File: src/rtl/mem_arbiter.sv
`default_nettype none
// ============================================================================
// Module      : mem_arbiter
// Description : Shares one Avalon-MM slave between two masters.
//               Master 0 is a read-only stim engine. Master 1 is the host port
//               and can read and write. Grants are round-robin, and the owner
//               keeps the slave for at most MAX_HOLD accepted commands while the
//               other master waits. The command path is a zero-latency mux.
//               Each pipelined read records its requester in a tag FIFO, so
//               every read return goes back to the master that issued it.
// Ports       : clock, reset        - clock; asynchronous active-high reset
//               m0_*                - master 0 (read-only) Avalon-MM port
//               m1_*                - master 1 (read/write) Avalon-MM port
//               s_*                 - shared slave Avalon-MM port
//               grant, busy         - current owner; an owner state is active
//               tag_err             - sticky: read return with nothing pending
// Revision    : 1.0 - initial release
// ============================================================================
module mem_arbiter #(
  parameter int ADDR_WIDTH = 20,
  parameter int DATA_WIDTH = 16,
  parameter int BE_WIDTH   = DATA_WIDTH / 8,
  parameter int TAG_DEPTH  = 8,
  parameter int TAG_AW     = 3,
  parameter int HOLD_WIDTH = 4,
  parameter int MAX_HOLD   = 8
) (
  input  logic                  clock,
  input  logic                  reset,
  // master 0 (read-only)
  input  logic [ADDR_WIDTH-1:0] m0_address,
  input  logic [BE_WIDTH-1:0]   m0_byteenable,
  input  logic                  m0_read,
  output logic [DATA_WIDTH-1:0] m0_readdata,
  output logic                  m0_readdataready,
  output logic                  m0_waitrequest,
  // master 1 (read/write)
  input  logic [ADDR_WIDTH-1:0] m1_address,
  input  logic [BE_WIDTH-1:0]   m1_byteenable,
  input  logic                  m1_read,
  input  logic                  m1_write,
  input  logic [DATA_WIDTH-1:0] m1_writedata,
  output logic [DATA_WIDTH-1:0] m1_readdata,
  output logic                  m1_readdataready,
  output logic                  m1_waitrequest,
  // shared slave
  output logic [ADDR_WIDTH-1:0] s_address,
  output logic [BE_WIDTH-1:0]   s_byteenable,
  output logic                  s_read,
  output logic                  s_write,
  output logic [DATA_WIDTH-1:0] s_writedata,
  input  logic [DATA_WIDTH-1:0] s_readdata,
  input  logic                  s_readdataready,
  input  logic                  s_waitrequest,
  // status
  output logic                  grant,
  output logic                  busy,
  output logic                  tag_err
);

  typedef enum logic [1:0] {
    S_IDLE = 2'd0,
    S_OWN0 = 2'd1,
    S_OWN1 = 2'd2
  } state_t;

  localparam logic [HOLD_WIDTH-1:0] C_HOLD_LAST = HOLD_WIDTH'(MAX_HOLD - 1);
  localparam logic [TAG_AW:0]       C_TAG_FULL  = (TAG_AW + 1)'(TAG_DEPTH);

  state_t                r_state;
  state_t                w_next_state;
  logic                  r_last_grant;
  logic [HOLD_WIDTH-1:0] r_hold_cnt;
  logic                  r_tag_mem [TAG_DEPTH];
  logic [TAG_AW-1:0]     r_wr_ptr;
  logic [TAG_AW-1:0]     r_rd_ptr;
  logic [TAG_AW:0]       r_count;
  logic                  r_tag_err;

  logic w_req0;
  logic w_req1;
  logic w_owner;
  logic w_own_read;
  logic w_own_write;
  logic w_owner_wait;
  logic w_fifo_full;
  logic w_fifo_empty;
  logic w_accept;
  logic w_push;
  logic w_pop;
  logic w_head;
  logic w_req_own;
  logic w_req_other;
  logic w_exit;

  assign w_req0       = m0_read;
  assign w_req1       = m1_read | m1_write;
  assign w_owner      = (r_state == S_OWN1);
  assign w_fifo_full  = (r_count == C_TAG_FULL);
  assign w_fifo_empty = (r_count == '0);

  // --------------------------------------------------------------------------
  // Command mux: the owning master drives the slave directly. On master 1 a
  // simultaneous read and write lets the write through; the read waits.
  // --------------------------------------------------------------------------
  always_comb begin
    w_own_read   = 1'b0;
    w_own_write  = 1'b0;
    s_address    = '0;
    s_byteenable = '0;
    s_writedata  = '0;
    case (r_state)
      S_OWN0: begin
        w_own_read   = m0_read;
        s_address    = m0_address;
        s_byteenable = m0_byteenable;
      end
      S_OWN1: begin
        w_own_write  = m1_write;
        w_own_read   = m1_read & ~m1_write;
        s_address    = m1_address;
        s_byteenable = m1_byteenable;
        s_writedata  = m1_writedata;
      end
      default: ;
    endcase
  end

  // A full tag FIFO blocks only reads; writes keep flowing.
  assign s_read         = w_own_read & ~w_fifo_full;
  assign s_write        = w_own_write;
  assign w_owner_wait   = s_waitrequest | (w_own_read & w_fifo_full);
  assign m0_waitrequest = (r_state == S_OWN0) ? w_owner_wait : 1'b1;
  assign m1_waitrequest = (r_state == S_OWN1) ? w_owner_wait : 1'b1;

  assign w_accept = (s_read | s_write) & ~s_waitrequest;
  assign w_push   = s_read & ~s_waitrequest;
  assign w_pop    = s_readdataready & ~w_fifo_empty;
  assign w_head   = r_tag_mem[r_rd_ptr];

  // Read data fans out to both masters; only the FIFO head sees the strobe.
  assign m0_readdata      = s_readdata;
  assign m1_readdata      = s_readdata;
  assign m0_readdataready = w_pop & ~w_head;
  assign m1_readdataready = w_pop &  w_head;

  assign grant   = w_owner;
  assign busy    = (r_state != S_IDLE);
  assign tag_err = r_tag_err;

  // --------------------------------------------------------------------------
  // Next-state logic. From IDLE a tie goes to the master that did not own the
  // slave last. An owner leaves when it stops requesting, or when its
  // MAX_HOLD-th accepted command completes while the other master waits.
  // Hand-over goes straight to the other owner state, with no IDLE bubble.
  // --------------------------------------------------------------------------
  always_comb begin
    w_next_state = r_state;
    w_exit       = 1'b0;
    w_req_own    = 1'b0;
    w_req_other  = 1'b0;
    case (r_state)
      S_IDLE: begin
        if (w_req0 & w_req1) begin
          w_next_state = r_last_grant ? S_OWN0 : S_OWN1;
        end else if (w_req0) begin
          w_next_state = S_OWN0;
        end else if (w_req1) begin
          w_next_state = S_OWN1;
        end
      end
      S_OWN0, S_OWN1: begin
        w_req_own   = w_owner ? w_req1 : w_req0;
        w_req_other = w_owner ? w_req0 : w_req1;
        if (~w_req_own | (w_accept & (r_hold_cnt == C_HOLD_LAST) & w_req_other)) begin
          w_exit = 1'b1;
          if (w_req_other) begin
            w_next_state = w_owner ? S_OWN0 : S_OWN1;
          end else begin
            w_next_state = S_IDLE;
          end
        end
      end
      default: w_next_state = S_IDLE;
    endcase
  end

  always_ff @(posedge clock or posedge reset) begin
    if (reset) begin
      r_state      <= S_IDLE;
      r_last_grant <= 1'b1;
      r_hold_cnt   <= '0;
    end else begin
      r_state <= w_next_state;
      if (w_exit) begin
        r_last_grant <= w_owner;
        r_hold_cnt   <= '0;
      end else if (w_accept) begin
        // The compare is exact, so if the limit passes with nobody waiting
        // the counter keeps running and wraps before the limit applies again.
        r_hold_cnt <= r_hold_cnt + 1'b1;
      end
    end
  end

  // --------------------------------------------------------------------------
  // Requester-ID FIFO. Storage needs no reset: the count marks what is valid.
  // --------------------------------------------------------------------------
  always_ff @(posedge clock) begin
    if (w_push) begin
      r_tag_mem[r_wr_ptr] <= w_owner;
    end
  end

  always_ff @(posedge clock or posedge reset) begin
    if (reset) begin
      r_wr_ptr  <= '0;
      r_rd_ptr  <= '0;
      r_count   <= '0;
      r_tag_err <= 1'b0;
    end else begin
      if (w_push) begin
        r_wr_ptr <= r_wr_ptr + 1'b1;
      end
      if (w_pop) begin
        r_rd_ptr <= r_rd_ptr + 1'b1;
      end
      case ({w_push, w_pop})
        2'b10:   r_count <= r_count + 1'b1;
        2'b01:   r_count <= r_count - 1'b1;
        default: r_count <= r_count;
      endcase
      // A return with nothing outstanding is dropped and flagged.
      if (s_readdataready & w_fifo_empty) begin
        r_tag_err <= 1'b1;
      end
    end
  end

endmodule
`default_nettype wire

File: config.mk
export PLATFORM = sky130hd
export DESIGN_NAME = mem_arbiter
export DESIGN_NICKNAME = d
export VERILOG_FILES = /design/src/rtl/mem_arbiter.sv
export SDC_FILE = /design/constraint.sdc
export NUM_CORES = 1
export LEC_CHECK = 0
export CAP_MARGIN = 20
export CORE_AREA = 2 2 82 84
export CTS_CLUSTER_DIAMETER = 40
export DETAILED_ROUTE_END_ITERATION = 7
export DIE_AREA = 0 0 84 86
export GPL_ROUTABILITY_DRIVEN = 0
export PLACE_DENSITY = 0.81
export SLEW_MARGIN = 20
export SYNTH_ARGS = -nofsm -noshare
export SYNTH_HDL_FRONTEND = slang
export SYNTH_SLANG_ARGS = --single-unit
File: constraint.sdc
create_clock -name clock -period 8 [get_ports clock]
set_input_delay 1.2 -clock clock [delete_from_list [all_inputs] [get_ports clock]]
set_output_delay 1.2 -clock clock [all_outputs]
set_load 0.05 [all_outputs]
==> summary.txt, run 1 <==
Synth unique cells - 43
CTS Buf Count - 3
Site row count - 29
Clk buf depth - 2
Post-place instance area - 3090 sq um
Initial antenna violation count - 0
Vias in the first global route - 2030
Layout fillers - 594
Routed Antenna Nets - 0
DRC Markers - 0
CP Launch Type - primary input
Router iterations before antenna repair - 5
Vias per cell - 5.04
Syn Nets - 337
First-pass GRT wire length - 9.39 mm
Worst-margin pin slew - 0.944 ns
Pre-CTS setup slack - 3.59 ns
Final Cell Area - 3160 sq um
Post-CTS Setup Bufs - 0
Worst-path clk slew - 0.09 ns
Synth area leader - dfrtp_1
Final WS setup - 3.62 ns
Buffers on Ports - 113
Overflow after GRT - 0
Vias - 1991
Most used DFF post-synth - dfrtp_1
Total Routing Usage GR - 0.159
Drt initial violations - 64
Crit end category - output port
Period utilization - 0.548
Layout area overhead - 47.6%
Final min period - 4.38 ns
Initial Util - 0.341
Slew Viols, Final - 0
RSZ-0062 raised after global routing - no
Synth Area per Inst - 8.78 sq um
Crit path cell chain - clkdlybuf4s50_1, nand3_1, nand2_1, a21oi_1, nand2_1, clkdlybuf4s50_1
Worst vdd ir - 189 uV
Chip Height - 86 um
Setup TNS Final - 0 ns
Sequential-to-total area share from yosys stat - 0.323
H-tree depth - 1
Hpwl dp - 4.66 mm
CTS resizes - 0
Detailed Route WL - 5.75 mm
Ant diodes - 0
Worst Path Arrival - 3.18 ns
Count of final setup violators - 0
# clock sinks - 26
Final Hold Viols - 0
Worst skew pair latency - 0.28 ns
Yosys reg bits - 26
Synth top area share - 0.198
PD cells - 390 nW/um^2
Synth Cell Area - 2140 sq um
Placeable Area - 6280 sq um
Req. time, crit path - 6.80 ns
Max-Cap Viols - 0
DIE AREA - 7220 sq um
Ports - 162
Clk_skew - 0.00905 ns
Crit path kind - primary input to output port
Max Clock Freq - 0.228 GHz
Die X - 84 um
CTS Hold Bufs - 0
Crit-path max FO - 8
Worst min-delay path category - flop to flop
Pin count of the biggest net entering global routing - 58
Fin nets - 412
Design Power - 0.00124 W
Leak pwr - 1.21 nW
Synth Instances - 244
CTS tree - yes
Ranking of synthesized cells by area - dfrtp_1, buf_4, edfxtp_1
Core Util, Final - 0.504
Slew HR - 0.371
Ys async rst share - 0.692
Synth warn - 0
Ratio of cells with drive above 1 in the final layout - 0.0597
Post-synth EDFFs - 8
Crit-path slowest cell - clkdlybuf4s50_1
CP max stage delay - 0.81 ns
Outcome - finished clean
Clock root buffer - clkbuf_8
DR WL/cell - 14.6 um
==> final timing paths <==
path	startpoint	slack, ns	endpoint	depth (start not counted)
max in group asynchronous	reset	6.23	r_count[3]	2
min	tag_err	0.46	tag_err	1
min reg2reg	tag_err	0.46	tag_err	1
max	m0_read	3.62	m0_waitrequest	6
min in group asynchronous	reset	1.33	r_count[0]	2
max reg2reg	r_state[0]	4.45	r_count[2]	12
==> worst max-delay path: cells and delay by family <==
| kind | cells | cell delay [ns] |
|---|---|---|
| compound gates | 1 | 0.12 |
| buf+inv | 2 | 1.41 |
| simple gates | 3 | 0.45 |
==> placed cells by master (no fill, tap or decap), types with 2 or more instances in the layout <==
cell / count
a21o_1: 2
nor3_1: 5
nand2b_1: 2
nor4b_1: 2
nor3b_1: 3
inv_1: 8
nand3b_1: 5
and2_1: 17
a22oi_1: 22
edfxtp_1: 8
mux4_2: 2
nand2_1: 15
mux2i_1: 2
xnor2_1: 5
dfrtp_1: 17
ha_1: 9
clkbuf_8: 3
nand3_1: 3
o21ai_0: 3
mux2_2: 4
nor2_1: 32
xor2_1: 5
nor4_1: 2
clkdlybuf4s50_1: 113
a21oi_1: 10
==> stage by stage <==
step	cells	hold slack, ns
floorplan	244	0.465
CTS	395	0.465
global placement	391	0.441
detailed placement	391	0.444
global route	395	0.506
finish	395	0.462
==> cells by family after synthesis <==
| family | synth area share |
|---|---|
| compound gates | 0.142 |
| xor+xnor | 0.0409 |
| fa+ha+maj | 0.0584 |
| buf+inv | 0.147 |
| flops | 0.323 |
| mux | 0.0514 |
| simple gates | 0.237 |
==> cell usage after synthesis, types with 2 or more instances <==
cell type and instances:
a22oi_1 22, a21oi_1 10, nor4_1 2, nor4b_1 2, o21ai_0 3, clkbuf_1 9, dfrtp_1 17, nor3_1 5
a21o_1 2, nand2_1 15, xnor2_1 5, ha_1 10, mux2_2 4, buf_1 2, inv_1 8, edfxtp_1 8
mux4_2 2, nand3b_1 5, nand3_1 3, and2_1 17, buf_4 32, xor2_1 5, mux2i_1 2, nor2_1 32
nand2b_1 2, nor3b_1 3
==> where the power goes <==
group          internal (W)  total (W)  switching, W
registers          0.000185   0.000243     0.0000576
logic              0.000322   0.000882      0.000561
clock network     0.0000670   0.000111     0.0000436
total              0.000574    0.00124      0.000662
==> state kept, by name, indices dropped and copies added, names as in the netlist <==
register,flops
r_count,4
tag_err,1
r_wr_ptr,3
r_rd_ptr,3
r_state,2
r_last_grant,1
r_tag_mem,8
r_hold_cnt,4
==> per-layer routing <==
| metal | wire, um | GRT usage | part of all wire |
|---|---|---|---|
| met1 | 2290 | 0.177 | 0.40 |
| met2 | 2910 | 0.294 | 0.51 |
| met3 | 465 | 0.0558 | 0.081 |
| met4 | 85 | 0.0367 | 0.015 |
| met5 | 0 | 0 | 0 |
==> final cells by class <==
class / count / area [sq um] / share of cell area
clock buffers: 3 / 41.3 / 0.0130
clock inverters: 1 / 30.0 / 0.00949
inverters: 9 / 33.8 / 0.0107
multi-input cells: 166 / 1140 / 0.360
flip-flops and latches: 26 / 692 / 0.219
well taps: 77 / 96.3 / 0.0304
repair buffers: 113 / 1130 / 0.357
(Power assumes the default switching activity.)
==> run 2, diff against run 1 <==
--- a/config.mk
+++ b/config.mk
@@ -6,12 +6,12 @@
 export NUM_CORES = 1
 export LEC_CHECK = 0
 export CAP_MARGIN = 20
-export CORE_AREA = 2 2 82 84
+export CORE_AREA = 2 2 87 89
 export CTS_CLUSTER_DIAMETER = 40
 export DETAILED_ROUTE_END_ITERATION = 7
-export DIE_AREA = 0 0 84 86
+export DIE_AREA = 0 0 89 91
 export GPL_ROUTABILITY_DRIVEN = 0
-export PLACE_DENSITY = 0.81
+export PLACE_DENSITY = 0.76
 export SLEW_MARGIN = 20
 export SYNTH_ARGS = -nofsm -noshare
 export SYNTH_HDL_FRONTEND = slang
==> constraint.sdc (replaced) <==
create_clock -name clock -period 3.8 [get_ports clock]
set_input_delay 0.57 -clock clock [delete_from_list [all_inputs] [get_ports clock]]
set_output_delay 0.57 -clock clock [all_outputs]
set_load 0.05 [all_outputs]
==> run 2 against run 1 <==
Setup slack lost 3.2 ns. Register-to-register slack worse by 3.6 ns. Critical path depth unchanged. Critical path type is now flop to output port. Largest power group unchanged.
==> summary.txt, run 2 (synthesis results as in run 1) <==
Crit path cell chain - inv_1, ha_2, buf_4, a22oi_1, nor2_1, clkdlybuf4s50_1
Layout area overhead - 49.6%
R2R cell count - 13 (+1)
Slew HR - 0.441 (+0.0699)
# clock sinks - 26 (unchanged)
Routed Antenna Nets - 0 (unchanged)
Largest registers - r_tag_mem x8, r_count x4, r_hold_cnt x4
Ratio of cells with drive above 1 in the final layout - 0.0656 (+0.00588)
Site row count - 31 (+6.9%)
Period utilization - 0.884
Most frequent cells in the layout - clkdlybuf4s50_1, nor2_1, a22oi_1
Placeable Area - 7140 sq um (+14%)
Leak pwr - 1.22 nW (+0.86%)
Reg2reg start - r_state[1]
Initial Util - 0.300 (-0.0411)
H-tree depth - 1 (unchanged)
Vias in the first global route - 1872 (-7.8%)
Vias per cell - 4.72 (-6.4%)
CTS tree - yes
WHS Endpoint - tag_err
Pre-CTS setup slack - 0.550 ns (-3.04 ns)
R2R Path End - r_count[2]
Die X - 89 um (+6.0%)
Overflow after GRT - 0 (unchanged)
Vias - 1977 (-0.70%)
Post-place instance area - 3130 sq um (+1.4%)
Req. time, crit path - 3.23 ns (-3.57 ns)
Setup TNS Final - 0 ns (unchanged)
CTS Hold Bufs - 0 (unchanged)
RSZ-0062 raised after global routing - no
DR WL/cell - 13.6 um (-6.6%)
Worst-margin pin slew - 0.837 ns (-0.107 ns)
HP Start - tag_err
Crit path kind - flop to output port
Largest reg by FF count - r_tag_mem
PD cells - 813 nW/um^2 (+110%)
CTS resizes - 0 (unchanged)
Total Routing Usage GR - 0.139 (-0.0203)
Max-Cap Viols - 0 (unchanged)
Clock root buffer - clkbuf_8
DRC Markers - 0 (unchanged)
Final min period - 3.36 ns
Router iterations before antenna repair - 4 (-1)
Clk buf depth - 2 (unchanged)
Worst Path Arrival - 2.79 ns (-0.39 ns)
Buffers & Inverters on Critical Path - 3 (+1)
CP top delay family - buffers and inverters
Count of final setup violators - 0 (unchanged)
Detailed Route WL - 5.70 mm (-0.89%)
Buffers on Ports - 113 (unchanged)
Final Cell Area - 3210 sq um (+1.3%)
Initial antenna violation count - 0 (unchanged)
Fin nets - 414 (+0.49%)
Crit-path max FO - 41 (+33)
Chip Height - 91 um (+5.8%)
CP Launch Type - flop
WHS - 0.463 ns (+0.00113 ns)
Crit end category - output port
Worst skew pair latency - 0.27 ns (about the same)
Outcome - finished clean
Clk_skew - 0.00493 ns (-0.00412 ns)
Slew Viols, Final - 0 (unchanged)
Hpwl dp - 4.65 mm (-0.42%)
Drt initial violations - 82 (+28%)
Ports - 162 (unchanged)
Crit path launch - r_state[0]
Crit-path slowest cell - clkdlybuf4s50_1
CTS Buf Count - 3 (unchanged)
Worst vdd ir - 432 uV (+130%)
DIE AREA - 8100 sq um (+12%)
Post-CTS Setup Bufs - 0 (unchanged)
Most common cell after layout, fill and taps aside - clkdlybuf4s50_1
First-pass GRT wire length - 9.02 mm (-4.0%)
Pin count of the biggest net entering global routing - 42 (-28%)
WHS Path Cells - 1 (unchanged)
Max reg flops - 8 (unchanged)
Worst min-delay path category - flop to flop
Ant diodes - 0 (unchanged)
Max Clock Freq - 0.298 GHz
Final WS setup - 0.442 ns (-3.17 ns)
R2R Setup Slk - 0.82 ns (-3.63 ns)
CP max stage delay - 0.86 ns (+0.05 ns)
Final Hold Viols - 0 (unchanged)
Worst-path clk slew - 0.09 ns (about the same)
[run 2: cell types whose count changed in the layout (fill, tap and decap cells not counted)]
cell and delta:
buf_4 +2
[run 2: where the power goes]
| part | switching, W | total (W) | internal, W |
|---|---|---|---|
| clock network | 0.0000872 | 0.000228 | 0.000141 |
| registers | 0.000124 | 0.000514 | 0.000390 |
| logic | 0.00118 | 0.00187 | 0.000684 |
[run 2: metal layers]
metal	track usage	vias to the layer above	part of all wire
li1	-	966	-
met1	0.172	902	0.40
met2	0.249	105	0.51
met3	0.0318	4	0.090
met4	0.0174	0	0.0042
met5	0	-	0
[run 2: layout make-up]
class / instances / area, sq um
Clock inverter: 1 / 30.0
Tap cell: 99 / 124
Timing Repair Buffer: 115 / 1150
Sequential cell: 26 / 692
Clock buffer: 3 / 41.3
Inverter: 9 / 33.8
Multi-Input combinational cell: 166 / 1140
Fill cell: 701 / 3930
[run 2: how the worst max path moves through the flow]
stage	to	slack, ns	cells past startpoint
final	s_address[17]	0.44	6
after global routing	s_address[10]	0.31	6
after CTS	s_address[10]	0.43	6
after detailed placement	r_count[2]	0.55	11
after global placement	r_count[2]	0.67	11
after floorplan	r_count[2]	0.76	12
[run 2: metrics by stage]
step	cells	power [W]	util
floorplan	244	0.00190	-
global placement	415	0.00236	0.439
detailed placement	415	0.00240	0.439
CTS	419	0.00263	0.449
global route	419	0.00276	0.449
finish	419	0.00261	0.449
